===== config.mk =====
export PLATFORM = sky130hd
export DESIGN_NAME = state_sequencer
export DESIGN_NICKNAME = d
export VERILOG_FILES = /design/src/rtl/state_sequencer_pkg.sv /design/src/rtl/sat_counter.sv /design/src/rtl/state_sequencer.sv
export SDC_FILE = /design/constraint.sdc
export NUM_CORES = 1
export LEC_CHECK = 0
export CORE_AREA = 4 4 41 43
export CTS_BUF_LIST = sky130_fd_sc_hd__clkbuf_4
export CTS_CLUSTER_SIZE = 40
export DETAILED_ROUTE_END_ITERATION = 10
export DIE_AREA = 0 0 45 47
export GPL_ROUTABILITY_DRIVEN = 0
export GPL_TIMING_DRIVEN = 0
export PLACE_DENSITY = 0.66
export SETUP_SLACK_MARGIN = 0.15
export SYNTH_ARGS = -nofsm -noshare
export SYNTH_HDL_FRONTEND = slang
export SYNTH_HIERARCHICAL = 1
export SYNTH_SLANG_ARGS = --single-unit

===== constraint.sdc =====
create_clock -name clk -period 1.95 [get_ports clk]
set_input_delay 0.585 -clock clk [delete_from_list [all_inputs] [get_ports clk]]
set_output_delay 0.585 -clock clk [all_outputs]
set_load 0.02 [all_outputs]

===== src/rtl/state_sequencer_pkg.sv =====
// Shared codes for the instruction-phase sequencer: phase encoding and halt address.
package state_sequencer_pkg;

  typedef enum logic [1:0] {
    FETCH  = 2'd0,
    EXEC1  = 2'd1,
    EXEC2  = 2'd2,
    HALTED = 2'd3
  } state_t;

  localparam logic [31:0] HALT_ADDR = 32'h0000_0000;

endpackage


===== src/rtl/sat_counter.sv =====
// Saturating up-counter with async active-high clear; holds at all-ones instead of wrapping.
module sat_counter #(
  parameter int W = 32
) (
  input  logic         clk,
  input  logic         clr,
  input  logic         en,
  output logic [W-1:0] count_o
);

  localparam logic [W-1:0] ONE = {{(W-1){1'b0}}, 1'b1};

  always_ff @(posedge clk or posedge clr) begin
    if (clr)                    count_o <= '0;
    else if (en && count_o != '1) count_o <= count_o + ONE;
  end

endmodule


===== src/rtl/state_sequencer.sv =====
// Multi-cycle CPU phase sequencer (FETCH/EXEC1/EXEC2/HALTED).
// Define STATE_SEQ_PERF_CNT_EN to add retired-instruction and stall-cycle counters.
module state_sequencer
  import state_sequencer_pkg::*;
(
  input  logic        clk,
  input  logic        reset,
  input  logic        stall_i,
  input  logic        muldiv_busy_i,
  input  logic [31:0] pc_next_i,
  output state_t      state_o,
  output logic        active_o
`ifdef STATE_SEQ_PERF_CNT_EN
  ,
  output logic [31:0] retired_count_o,
  output logic [31:0] stall_count_o
`endif
);

  state_t state_q, state_d;

  always_comb begin
    state_d = state_q;
    case (state_q)
      FETCH:   if (!stall_i) state_d = EXEC1;
      EXEC1:   if (!stall_i) state_d = EXEC2;
      EXEC2:   if (!stall_i && !muldiv_busy_i)
                 state_d = (pc_next_i == HALT_ADDR) ? HALTED : FETCH;
      HALTED:  state_d = HALTED;
      default: state_d = HALTED;
    endcase
  end

  // active_o is registered off state_d so it drops on the same edge that enters HALTED.
  always_ff @(posedge clk or posedge reset) begin
    if (reset) begin
      state_q  <= FETCH;
      active_o <= 1'b1;
    end else begin
      state_q  <= state_d;
      active_o <= (state_d != HALTED);
    end
  end

  assign state_o = state_q;

`ifdef STATE_SEQ_PERF_CNT_EN
  logic hold, retire;

  // Simultaneous stall and busy in EXEC2 is still a single lost cycle.
  assign hold   = ((state_q == FETCH || state_q == EXEC1) && stall_i) ||
                  ((state_q == EXEC2) && (stall_i || muldiv_busy_i));
  assign retire = (state_q == EXEC2) && !stall_i && !muldiv_busy_i;

  sat_counter #(.W(32)) u_retired (
    .clk(clk), .clr(reset), .en(retire), .count_o(retired_count_o)
  );

  sat_counter #(.W(32)) u_stall (
    .clk(clk), .clr(reset), .en(hold), .count_o(stall_count_o)
  );
`endif

endmodule


# [Word level (Yosys, flattened, before mapping)]
# Cells that the tools add are included.
[totals] register_bits=3 in_bits=36
[classes] eq_ne=4 muxes=5 n_reduce_logical=5
[op_table] cell="32-bit zero test" count=1
[op_table] cell="2-bit two-way mux" count=4
[op_table] cell="2-bit case mux with 4 select lines" count=1
[op_table] cell="2-bit == test, second input constant" count=2
[op_table] cell="2-bit by 1-bit == test with 1-bit output, second input constant" count=1
[op_table] cell="1-bit zero test" count=2
[op_table] cell="2-bit zero test" count=1
[op_table] cell="2-bit != test, second input constant" count=1
[op_table] cell="1-bit logical AND" count=1

# [Depth between registers and ports, before layout]
[logic_depth] depth_word=5 mapped_depth=4

# [Least setup slack after synthesis]
# Ideal clock, no wire load.
[synth_timing] kind="input to register" startpoint="input pc_next_i[26]" endpoint="register state_q[0] (netlist: state_o[0])" setup_ns=0.087 arrival_ns=1.505 required_ns=1.863 slack_ns=0.358 path_stages=4 path_buffers=0 path_cell_list="nor4_1 -> nand4_1 -> o311a_1 -> a211oi_2"
[synth_between] elab_chain_cells=4
[synth_lines] item="from (decl)" line="state_sequencer.sv:10" source="input logic [31:0] pc_next_i,"
[synth_lines] item="32-bit zero test" line="state_sequencer.sv:28" source="state_d = (pc_next_i == HALT_ADDR) ? HALTED : FETCH;"
[synth_lines] item="2-bit two-way mux" line="state_sequencer.sv:28"
[synth_lines] item="2-bit two-way mux" line="state_sequencer.sv:27" source="EXEC2: if (!stall_i && !muldiv_busy_i)"
[synth_lines] item="2-bit case mux with 4 select lines" line="state_sequencer.sv:24" source="case (state_q)"
[synth_lines] item="named net state_d[0]" line="state_sequencer.sv:20" source="state_t state_q, state_d;"
[synth_lines] item="to (signal assigned)" line="state_sequencer.sv:40" source="state_q <= state_d;"
[synth_lines] item="to (decl)" line="state_sequencer.sv:20"
# The timed path passes the listed nets, and every way through them passes these cells.

# [Worst setup path after layout]
[layout_timing] startpoint="input pc_next_i[9]" endpoint="register state_q[0] (netlist: state_o[0])"
# Same word-level chain as after synthesis.

==> results.md <==
* CP arrival at approximately 1.9 ns
* CP bufs+invs at 1
* Clock buffer depth at 2
* LEAKAGE at between 0.3 and 0.4 nW
* Antenna violations before repair at 0
* Max-cap check violation count at 0
* Skew final at 0.000803 ns
* Root Buffer Master: clkbuf_4
* Final Non-Filler Cells at about 80
* Final HPWL from detailed placement at 790 um
* Top-level I/O count at 39
* Worst setup EP type: register
* CTS clk-pin slew, worst paths at about 0.040 ns
* Post-route setup slack at approximately 0.19 ns
* Crit-path leading delay family: compound AO/OA/AOI/OAI gates
* Synth cell count leaders: nor4_1, dfrtp_1, inv_1, nand4_1, o21ai_0
* Crit path kind: input pin to register
* Placed Cells at 76
* Grt ovf at 0
* Layout net count at between 100 and 150
* Measured slew at the worst slew-check pin at approximately 0.25 ns
* Worst path slowest cell: clkdlybuf4s50_1
* Max Slew Vio Count at 0
* Most common cell in the netlist: nor4_1
* Final Critical Period at approximately 1.8 ns
* Main flop type after synthesis: dfrtp_1
* Syn Inst Count at 23
* Ys async rst share at 100%
* Peak VDD IR at between 0.0002 and 0.0003 V
* First-pass GRT wire length at 1410 um
* Avg WL per Cell at 12.3 um
* Rows at 13
* Max incr delay on CP at 0.40 ns
* Mapped Nets at 59
* EDFF count, synth at 0
* Chip height at between 40 and 50 um
* GRT Total Usage at around a tenth
* Die X at ~45 um
* Area leader, netlist: dfrtp_1
* CTS tree: done
* RSZ-0062 raised after global routing: yes
* Post-synthesis sequential area ratio at between 30 and 40%
* Worst rel slew slack at between 80% and 90%
* Worst-path fanout max at 2
* DRT iter0 DRCs at 5
* CP Launch Type: input pin
* WP data required at approximately 2.1 ns
* Setup_tns at 0 ns
* # setup viols final at 0
* Post-Route WL at 1010 um
* Yosys warnings at 6
* N_diodes at 0
* Tcrit/Tclk final at between 90% and 100%
* Fmax at ~570 MHz
* Power per Cell Area at around 640 nW/um^2
* Drt pass-1 iters at 3
* Area share of the leading cell type in the synthesized netlist at 24.0%
* PortBufs at 38
* H-tree Lvls at 1
* Die Area at 2120 sq um
* Via/cell ratio at 4.73
* DP Worst Slack at -0.175 ns
* Status: completed
* CP cell instances: clkdlybuf4s50_1, nor4_1, nand4_1, o311a_1, a211oi_2
* Core Region at 1300 sq um
* Mapped cell area at between 200 and 250 sq um
* Layout cells sized above 1 at about a fifth
* Number of global-route vias before repair at a little over 400
* Initial Util at 16.1%
* Synth area leaders: dfrtp_1, nor4_1, dfstp_2
* Final hold violation count at 0
* Antenna viol nets, final at 0
* Drc violations at 0
* Cell variety after synth at 12
* Vias at a little under 400
* Num Clock Sinks at 3
* Syn avg cell area at between 9 and 10 sq um
* FF+latch count, synth at 3
* Total CTS buffers at 3
* Largest net degree at the start of global routing at 6
* Synthesis-to-layout area growth at 242%
* Clk_lat worst skew at around 0.23 ns
* HP Class: register to register
## worst register-to-register path: cells and delay by family, from the launching register on
family | cells | cell delay [ns]
DFF | 1 | 0.38
AOI/OAI and AO/OA | 2 | 0.25
buffers and inverters | 1 | 0.13
## worst paths after layout
kind	start	to	slack, ns	cells after the start
max in group asynchronous	reset	active_o$_DFF_PP1_	1.23	2
hold reg to reg	state_o[0]$_DFF_PP0_	active_o$_DFF_PP1_	0.45	1
min in group asynchronous	reset	state_o[0]$_DFF_PP0_	0.52	2
setup reg to reg	state_o[0]$_DFF_PP0_	state_o[0]$_DFF_PP0_	1.08	3
hold / removal	state_o[0]$_DFF_PP0_	active_o$_DFF_PP1_	0.45	1
setup / recovery	pc_next_i[9]	state_o[0]$_DFF_PP0_	0.19	5
## layout make-up
class | count | area, sq um
multi-input cells | 18 | 156
inverters | 2 | 7.51
flip-flops and latches | 3 | 76.3
well taps | 15 | 18.8
repair buffers | 40 | 425
clock buffers | 4 | 30.0
fillers | 137 | 587
## where the power goes
| group | internal (mW) | switching [mW] |
|---|---|---|
| registers | 0.0986 | 0.0198 |
| logic | 0.118 | 0.0948 |
| clock network | 0.0906 | 0.0331 |
## state kept, by name, summed over array words and instances, names as in the netlist
signal	cells
active_o	1
state_o	2
## timing repair
item                       in CTS  in global routing
gates resized for setup         8                 18
buffers inserted                1                  1
setup endpoints to repair       3                  4
hold buffers                    0                  0
pin swaps                       7                 10
## cells by family (layout without fill, tap and decap cells)
kind of cell / after synthesis / in the layout / synth area share (%)
AO/OA/AOI/OAI: 5 / 5 / 19.8
buffers and inverters: 2 / 46 / 3.59
flip-flops: 3 / 3 / 36.5
AND/OR/NAND/NOR: 13 / 13 / 40.1
## layer usage
| metal | vias up | track usage, % | part of all wire (%) |
|---|---|---|---|
| met1 | 166 | 9.11 | 37 |
| li1 | 188 | - | - |
| met3 | 0 | 4.60 | 19 |
| met5 | - | 0 | 0 |
| met4 | 0 | 7.02 | 0 |
| met2 | 34 | 16.1 | 45 |
## cells in the final DEF (no fill, tap or decap)
| master | n |
|---|---|
| inv_1 | 2 |
| nor4_2 | 6 |
| buf_4 | 2 |
| o311a_1 | 1 |
| dfrtp_1 | 2 |
| nor3_1 | 1 |
| o21ai_0 | 2 |
| dlygate4sd2_1 | 6 |
| dlymetal6s2s_1 | 15 |
| a211oi_2 | 1 |
| nand4_1 | 2 |
| nor2_1 | 1 |
| dfstp_2 | 1 |
| o2bb2ai_1 | 1 |
| nor4_1 | 3 |
| clkdlybuf4s50_1 | 17 |
| clkbuf_4 | 4 |
## metrics by stage
stage / total power, mW / cell area, sq um / utilization [%] / hold slack, ns
floorplan: 0.210 / 209 / - / 0.338
global placement: 0.347 / 608 / 46.7 / 0.450
detailed placement: 0.352 / 608 / 46.7 / 0.454
CTS: 0.467 / 651 / 50.0 / 0.460
global route: 0.495 / 714 / 54.9 / 0.499
finish: 0.455 / 714 / 54.9 / 0.450
Power figures use the tool's default switching activity.
